**config.mk**
```make
export PLATFORM = sky130hd
export DESIGN_NAME = keypad_matrix_scanner
export DESIGN_NICKNAME = d
export VERILOG_FILES = /design/src/rtl/keypad_matrix_scanner.sv
export SDC_FILE = /design/constraint.sdc
export NUM_CORES = 1
export LEC_CHECK = 0
export ABC_AREA = 1
export CAP_MARGIN = 10
export CELL_PAD_IN_SITES_DETAIL_PLACEMENT = 0
export CELL_PAD_IN_SITES_GLOBAL_PLACEMENT = 2
export CORE_MARGIN = 2
export CORE_UTILIZATION = 33
export CTS_CLUSTER_DIAMETER = 120
export DETAILED_ROUTE_END_ITERATION = 7
export PLACE_DENSITY_LB_ADDON = 0.25
export SLEW_MARGIN = 20
export SYNTH_ARGS = -nofsm -noshare
export SYNTH_HDL_FRONTEND = slang
export SYNTH_SLANG_ARGS = --single-unit
```
**constraint.sdc**
```tcl
create_clock -name clk -period 1.5 [get_ports clk]
set_input_delay 0.3 -clock clk [delete_from_list [all_inputs] [get_ports clk]]
set_output_delay 0.3 -clock clk [all_outputs]
set_load 0.03 [all_outputs]
```
**src/rtl/keypad_matrix_scanner.sv**
```systemverilog
// Key matrix scanner: strobes columns, debounces every key, emits one event per new press.
// Latency: press flagged DEBOUNCE scans after it is first seen; key_valid one cycle after.
// Backpressure: key_valid/key_code hold while !key_ready; further presses queue in pending.
module keypad_matrix_scanner #(
    parameter int COLS     = 4,
    parameter int ROWS     = 4,
    parameter int SETTLE   = 16,
    parameter int DEBOUNCE = 4,
    localparam int NK      = COLS * ROWS,
    localparam int KW      = (NK > 1) ? $clog2(NK) : 1
) (
    input  logic            clk,
    input  logic            rst,
    output logic [COLS-1:0] col_n,
    input  logic [ROWS-1:0] rows_n,
    output logic [NK-1:0]   key_map,
    output logic            key_valid,
    output logic [KW-1:0]   key_code,
    input  logic            key_ready
);
    localparam int CIW = (COLS > 1) ? $clog2(COLS) : 1;
    localparam int SW  = (SETTLE > 1) ? $clog2(SETTLE) : 1;
    localparam int CW  = (DEBOUNCE > 1) ? $clog2(DEBOUNCE) : 1;

    logic [ROWS-1:0] rows_s1, rows_s2, rows;
    logic [CIW-1:0]  col_idx;
    logic [SW-1:0]   settle_cnt;
    logic [NK-1:0]   raw, raw_now;
    logic [CW-1:0]   cnt     [NK];
    logic [CW-1:0]   cnt_nxt [NK];
    logic [NK-1:0]   map_nxt, rise, pending, pend_clr;
    logic [KW-1:0]   low_idx;
    logic            capture, scan_end, out_free, load;

    assign rows     = ~rows_s2;
    assign capture  = (settle_cnt == SW'(SETTLE - 1));
    assign scan_end = capture && (col_idx == CIW'(COLS - 1));
    assign out_free = !key_valid || key_ready;
    assign load     = out_free && (|pending);

    // Splice in the column being captured so the scan-end debounce sees the complete scan.
    always_comb begin
        raw_now = raw;
        for (int c = 0; c < COLS; c++) begin
            if (capture && (col_idx == CIW'(c)))
                raw_now[c*ROWS +: ROWS] = rows;
        end
    end

    always_comb begin
        map_nxt = key_map;
        rise    = '0;
        for (int k = 0; k < NK; k++) begin
            cnt_nxt[k] = cnt[k];
            if (scan_end) begin
                if (raw_now[k] == key_map[k]) begin
                    cnt_nxt[k] = '0;
                end else if (cnt[k] == CW'(DEBOUNCE - 1)) begin
                    map_nxt[k] = raw_now[k];
                    cnt_nxt[k] = '0;
                    rise[k]    = raw_now[k];
                end else begin
                    cnt_nxt[k] = cnt[k] + 1'b1;
                end
            end
        end
    end

    always_comb begin
        low_idx  = '0;
        pend_clr = '0;
        for (int k = NK - 1; k >= 0; k--) begin
            if (pending[k]) low_idx = KW'(k);
        end
        if (load) pend_clr[low_idx] = 1'b1;
    end

    always_ff @(posedge clk or negedge rst) begin
        if (!rst) begin
            rows_s1    <= '1;
            rows_s2    <= '1;
            col_n      <= ~{{(COLS-1){1'b0}}, 1'b1};
            col_idx    <= '0;
            settle_cnt <= '0;
            raw        <= '0;
            key_map    <= '0;
            pending    <= '0;
            key_valid  <= 1'b0;
            key_code   <= '0;
            for (int k = 0; k < NK; k++) cnt[k] <= '0;
        end else begin
            rows_s1 <= rows_n;
            rows_s2 <= rows_s1;
            if (capture) begin
                raw        <= raw_now;
                settle_cnt <= '0;
                col_n      <= {col_n[COLS-2:0], col_n[COLS-1]};
                col_idx    <= (col_idx == CIW'(COLS - 1)) ? '0 : col_idx + 1'b1;
            end else begin
                settle_cnt <= settle_cnt + 1'b1;
            end
            key_map <= map_nxt;
            for (int k = 0; k < NK; k++) cnt[k] <= cnt_nxt[k];
            pending <= (pending & ~pend_clr) | rise;
            if (load) begin
                key_valid <= 1'b1;
                key_code  <= low_idx;
            end else if (key_valid && key_ready) begin
                key_valid <= 1'b0;
            end
        end
    end
endmodule
```
==> impl_metrics.csv <==
group,metric,value,unit
cts,clock_latency,0.35,ns
detailed_routing,drcViolationCount,0,
outcome,status,"complete, but fails checks",
timing,rsz0062_at_grt,"yes",
pwr,ir_drop,1017,µV
min_path,whs_path_depth,1,
cts,cts_root_buffer,"clkbuf_16",
pwr,clkPwrFrac,24.5,%
detailed_routing,drt_iter0_drc,120,
min_path,holdCritPathClass,"input pin to flop",
synthesis,syn_area,0.004881,mm²
final_layout,antennaDiodeCount,0,
timing,finalCritPeriodShare,113.7,%
floorplan,core_region_area,0.01448,mm²
cts,clk_path_buf_depth,2,
synthesis,synth.ff_latch_count,103,
pwr,combPwrFrac,40.4,%
timing,hold_ws,0.3449,ns
setup_path,worst-setup-path-type,"flop to flop",
detailed_routing,routedWlPerCell,14.18,µm
final_layout,final_nets,693,
floorplan,fp.dieArea,0.01578,mm²
pwr,switching_share,36.26,%
timing,hold_viol,0,
cts,h-tree-depth,3,
detailed_routing,first_pass_iters,4,
placed_design,numPortBuffers,31,
synthesis,ys_types,32,
setup_path,r2r_setup_slack,-0.21,ns
setup_path,r2r_end,"pending[11]$_DFF_PN0_",
pwr,p_per_area,1241,mW/mm²
final_layout,drive_gt1_share,42.99,%
synthesis,ys_seq_area_share,53.09,%
synthesis,syn_area_per_cell,8.907,µm²
pwr,p_seq_share,35.1,%
global_route,track_usage,15.76,%
synthesis,synthCells,548,
setup_path,cpMaxStageDelayCell,"dfrtp_1",
setup_path,required,1.74,ns
cts,path_clk_slew,0.07,ns
synthesis,synthesis.nets,576,
final_layout,syn2layout_area_growth,48.32,%
setup_path,max_stage_delay,0.39,ns
global_route,grt_pass1_vias,4099,
floorplan,start_util,33.71,%
floorplan,ios,32,
min_path,min_to,"rows_s1[1]$_DFF_PN1_",
setup_path,cp.arrival,1.95,ns
synthesis,ys_warn_count,0,
timing,period_minus_slack,1.706,ns
floorplan,die_y,125.6,µm
timing,drv_slew,0,
cts,cts_tree,"built",
detailed_routing,ant_nets,0,
setup_path,worstPathCellList,"or2_1 > nor3_2 > nor2_1 > buf_4 > nor3_4 > nor3b_2 > o21ai_1",
setup_path,r2r_start,"pending[15]$_DFF_PN0_",
placed_design,dp_slack,-0.2207,ns
detailed_routing,drt_wl_total,12110,µm
pwr,p_int,5.727,mW
pwr,p_leak,3.335,nW
floorplan,rows,44,
timing,relSlewSlack,74.17,%
timing,fin_skew,0.009080,ns
min_path,min-delay-start,"rows_n[1]",
placed_design,place.gp.congestion,0.8197,
placed_design,dpl.hpwl,8014,µm
timing,fmax,0.5863,GHz
detailed_routing,routed_via_density,4.773,
pwr,p_sw,3.258,mW
pwr,power.total,8.986,mW
final_layout,final_util,50.00,%
run,drv_cap,0,
timing,worst_pin_slew,0.3871,ns
timing,setup_viol,59,
global_route,antenna_found_initial,0,
setup_path,worstRegToRegCells,7,
cts,numCtsBuffers,9,
setup_path,critPathLaunchType,"flop",
global_route,grt_pass1_wl,19850,µm
setup_path,crit_path_end_kind,"flop",
timing,fin_ws,-0.2055,ns
cts,cts_sinks,103,
global_route,grt.overflow.total,0,
floorplan,fp.dieW,125.6,µm
setup_path,crit_fanout,4,
detailed_routing,vias,4076,
outcome,violations,"negative setup slack",
global_route,grt_max_degree,37,
-- per-layer routing --
metal | wire, µm | part of all wire [%] | track usage [%] | vias up
li1 | - | - | - | 1990
met1 | 5474 | 45 | 20.45 | 2039
met2 | 6160 | 51 | 26.49 | 36
met3 | 274 | 2.3 | 2.761 | 11
met4 | 199 | 1.6 | 5.817 | 0
met5 | 0 | 0 | 0 | -
-- worst max-delay path: cells and delay by family (launching register included) --
family	cells	cell delay [ns]
AND/OR/NAND/NOR	5	0.98
buffers and inverters	1	0.15
flip-flops	1	0.39
AO/OA/AOI/OAI	1	0.07
-- state kept, by name, summed over array words and instances, names as in the netlist --
register / count
pending: 16
rows_s1: 4
col_n: 4
key_valid: 1
key_map: 16
key_code: 4
col_idx: 2
cnt: 32
settle_cnt: 4
raw: 16
rows_s2: 4
-- kinds of logic (layout without fill, tap and decap cells) --
| logic type | count (synthesis) | after routing | share of synthesized area (%) |
|---|---|---|---|
| AND/OR/NAND/NOR | 200 | 201 | 19.07 |
| buffers and inverters | 114 | 235 | 9.126 |
| AO/OA/AOI/OAI | 108 | 108 | 12.97 |
| flip-flops | 103 | 103 | 53.09 |
| adder cells (fa/ha/maj) | 21 | 21 | 5.383 |
| XOR/XNOR | 2 | 2 | 0.3589 |
-- stage by stage --
stage	std cells	area [µm²]	TNS, ns
2_1_floorplan	548	4943	-0.1008
3_3_place_gp	807	5876	-6.717
3_5_place_dp	807	5876	-8.011
4_1_cts	841	6663	-5.586
5_1_grt	854	7239	-14.60
6_report	854	7239	-6.209
-- cells in the final DEF (no fill, tap or decap), types with 2 or more instances in the layout --
cell / netlist / routed
dfrtp_1: 92 / 91
nand2_8: 0 / 3
nor2_4: 0 / 16
nand3_4: 1 / 17
nand2_2: 1 / 32
nand4_1: 8 / 8
inv_2: 11 / 17
a21oi_2: 0 / 2
clkdlybuf4s50_1: 0 / 5
clkbuf_16: 0 / 10
ha_2: 0 / 2
buf_6: 2 / 17
o21ai_2: 12 / 31
o21ai_4: 0 / 4
clkinvlp_4: 0 / 3
ha_1: 21 / 16
clkbuf_1: 7 / 2
clkdlybuf4s15_1: 0 / 5
a21oi_4: 0 / 2
buf_4: 0 / 63
o21ai_1: 6 / 20
o21ai_0: 68 / 31
nand2_1: 115 / 78
nand3_2: 2 / 7
o31ai_1: 16 / 2
nor2_1: 29 / 9
inv_1: 91 / 83
dfstp_2: 11 / 11
o31ai_4: 0 / 6
nor2_2: 2 / 6
buf_12: 0 / 5
nand3_1: 29 / 9
xor2_1: 2 / 2
o31ai_2: 0 / 8
ha_4: 0 / 3
dlygate4sd2_1: 0 / 16
nand2_4: 6 / 9
-- how the worst max path moves through the flow --
stage | start | to | slack [ns] | cells past startpoint
floorplan | settle_cnt[1]$_DFF_PN0_ | key_map[1]$_DFFE_PN0P_ | -0.01 | 12
global placement | pending[15]$_DFF_PN0_ | pending[3]$_DFF_PN0_ | -0.23 | 9
detailed placement | pending[15]$_DFF_PN0_ | pending[11]$_DFF_PN0_ | -0.22 | 7
CTS | pending[15]$_DFF_PN0_ | pending[11]$_DFF_PN0_ | -0.19 | 7
global route | pending[14]$_DFF_PN0_ | pending[4]$_DFF_PN0_ | -0.39 | 19
finish | pending[15]$_DFF_PN0_ | pending[11]$_DFF_PN0_ | -0.21 | 7
-- what timing repair did --
item	CTS	global route
hold buffers	1	0
endpoints found under the setup margin	92	79
setup buffers	16	14
pin swaps	41	43
endpoints found under the hold margin	13	0
gates cloned	2	1
resized for setup	139	124
-- cells in the mapped netlist, drive strengths merged --
| master | number | area [µm²] |
|---|---|---|
| nor2 | 32 | 141.4 |
| o31ai | 16 | 120.1 |
| buf | 3 | 27.52 |
| nand2 | 122 | 505.5 |
| or2 | 2 | 12.52 |
| nand3 | 32 | 182.7 |
| o211ai | 1 | 12.51 |
| and3 | 1 | 6.260 |
| ha | 21 | 262.8 |
| clkbuf | 7 | 26.28 |
| nor3b | 1 | 12.51 |
| xor2 | 2 | 17.52 |
| dfrtp | 92 | 2302 |
| o21ai | 86 | 475.5 |
| a21oi | 5 | 25.02 |
| nand4 | 8 | 50.05 |
| dfstp | 11 | 289.0 |
| inv | 102 | 382.9 |
| nor3 | 2 | 20.02 |
| clkinv | 2 | 8.750 |
-- cell type report --
| class | count | area [µm²] |
|---|---|---|
| Clock buffer | 11 | 232.7 |
| Clock inverter | 5 | 36.28 |
| Fill cell | 1354 | 7239 |
| Inverter | 104 | 410.4 |
| Multi-Input combinational cell | 332 | 2671 |
| Sequential cell | 103 | 2592 |
| Tap cell | 184 | 230.2 |
| Timing Repair Buffer | 115 | 1066 |
-- power by group through the flow --
stage	clock network (mW)	registers, mW	logic [mW]
final	2.20	3.15	3.63
after CTS	2.27	3.15	3.37
after floorplan	0	3.30	1.51
after global routing	2.39	3.18	3.98
after detailed placement	0	3.21	3.00
after global placement	0	3.21	2.98
Note: power is estimated with default switching activity, not from simulation.
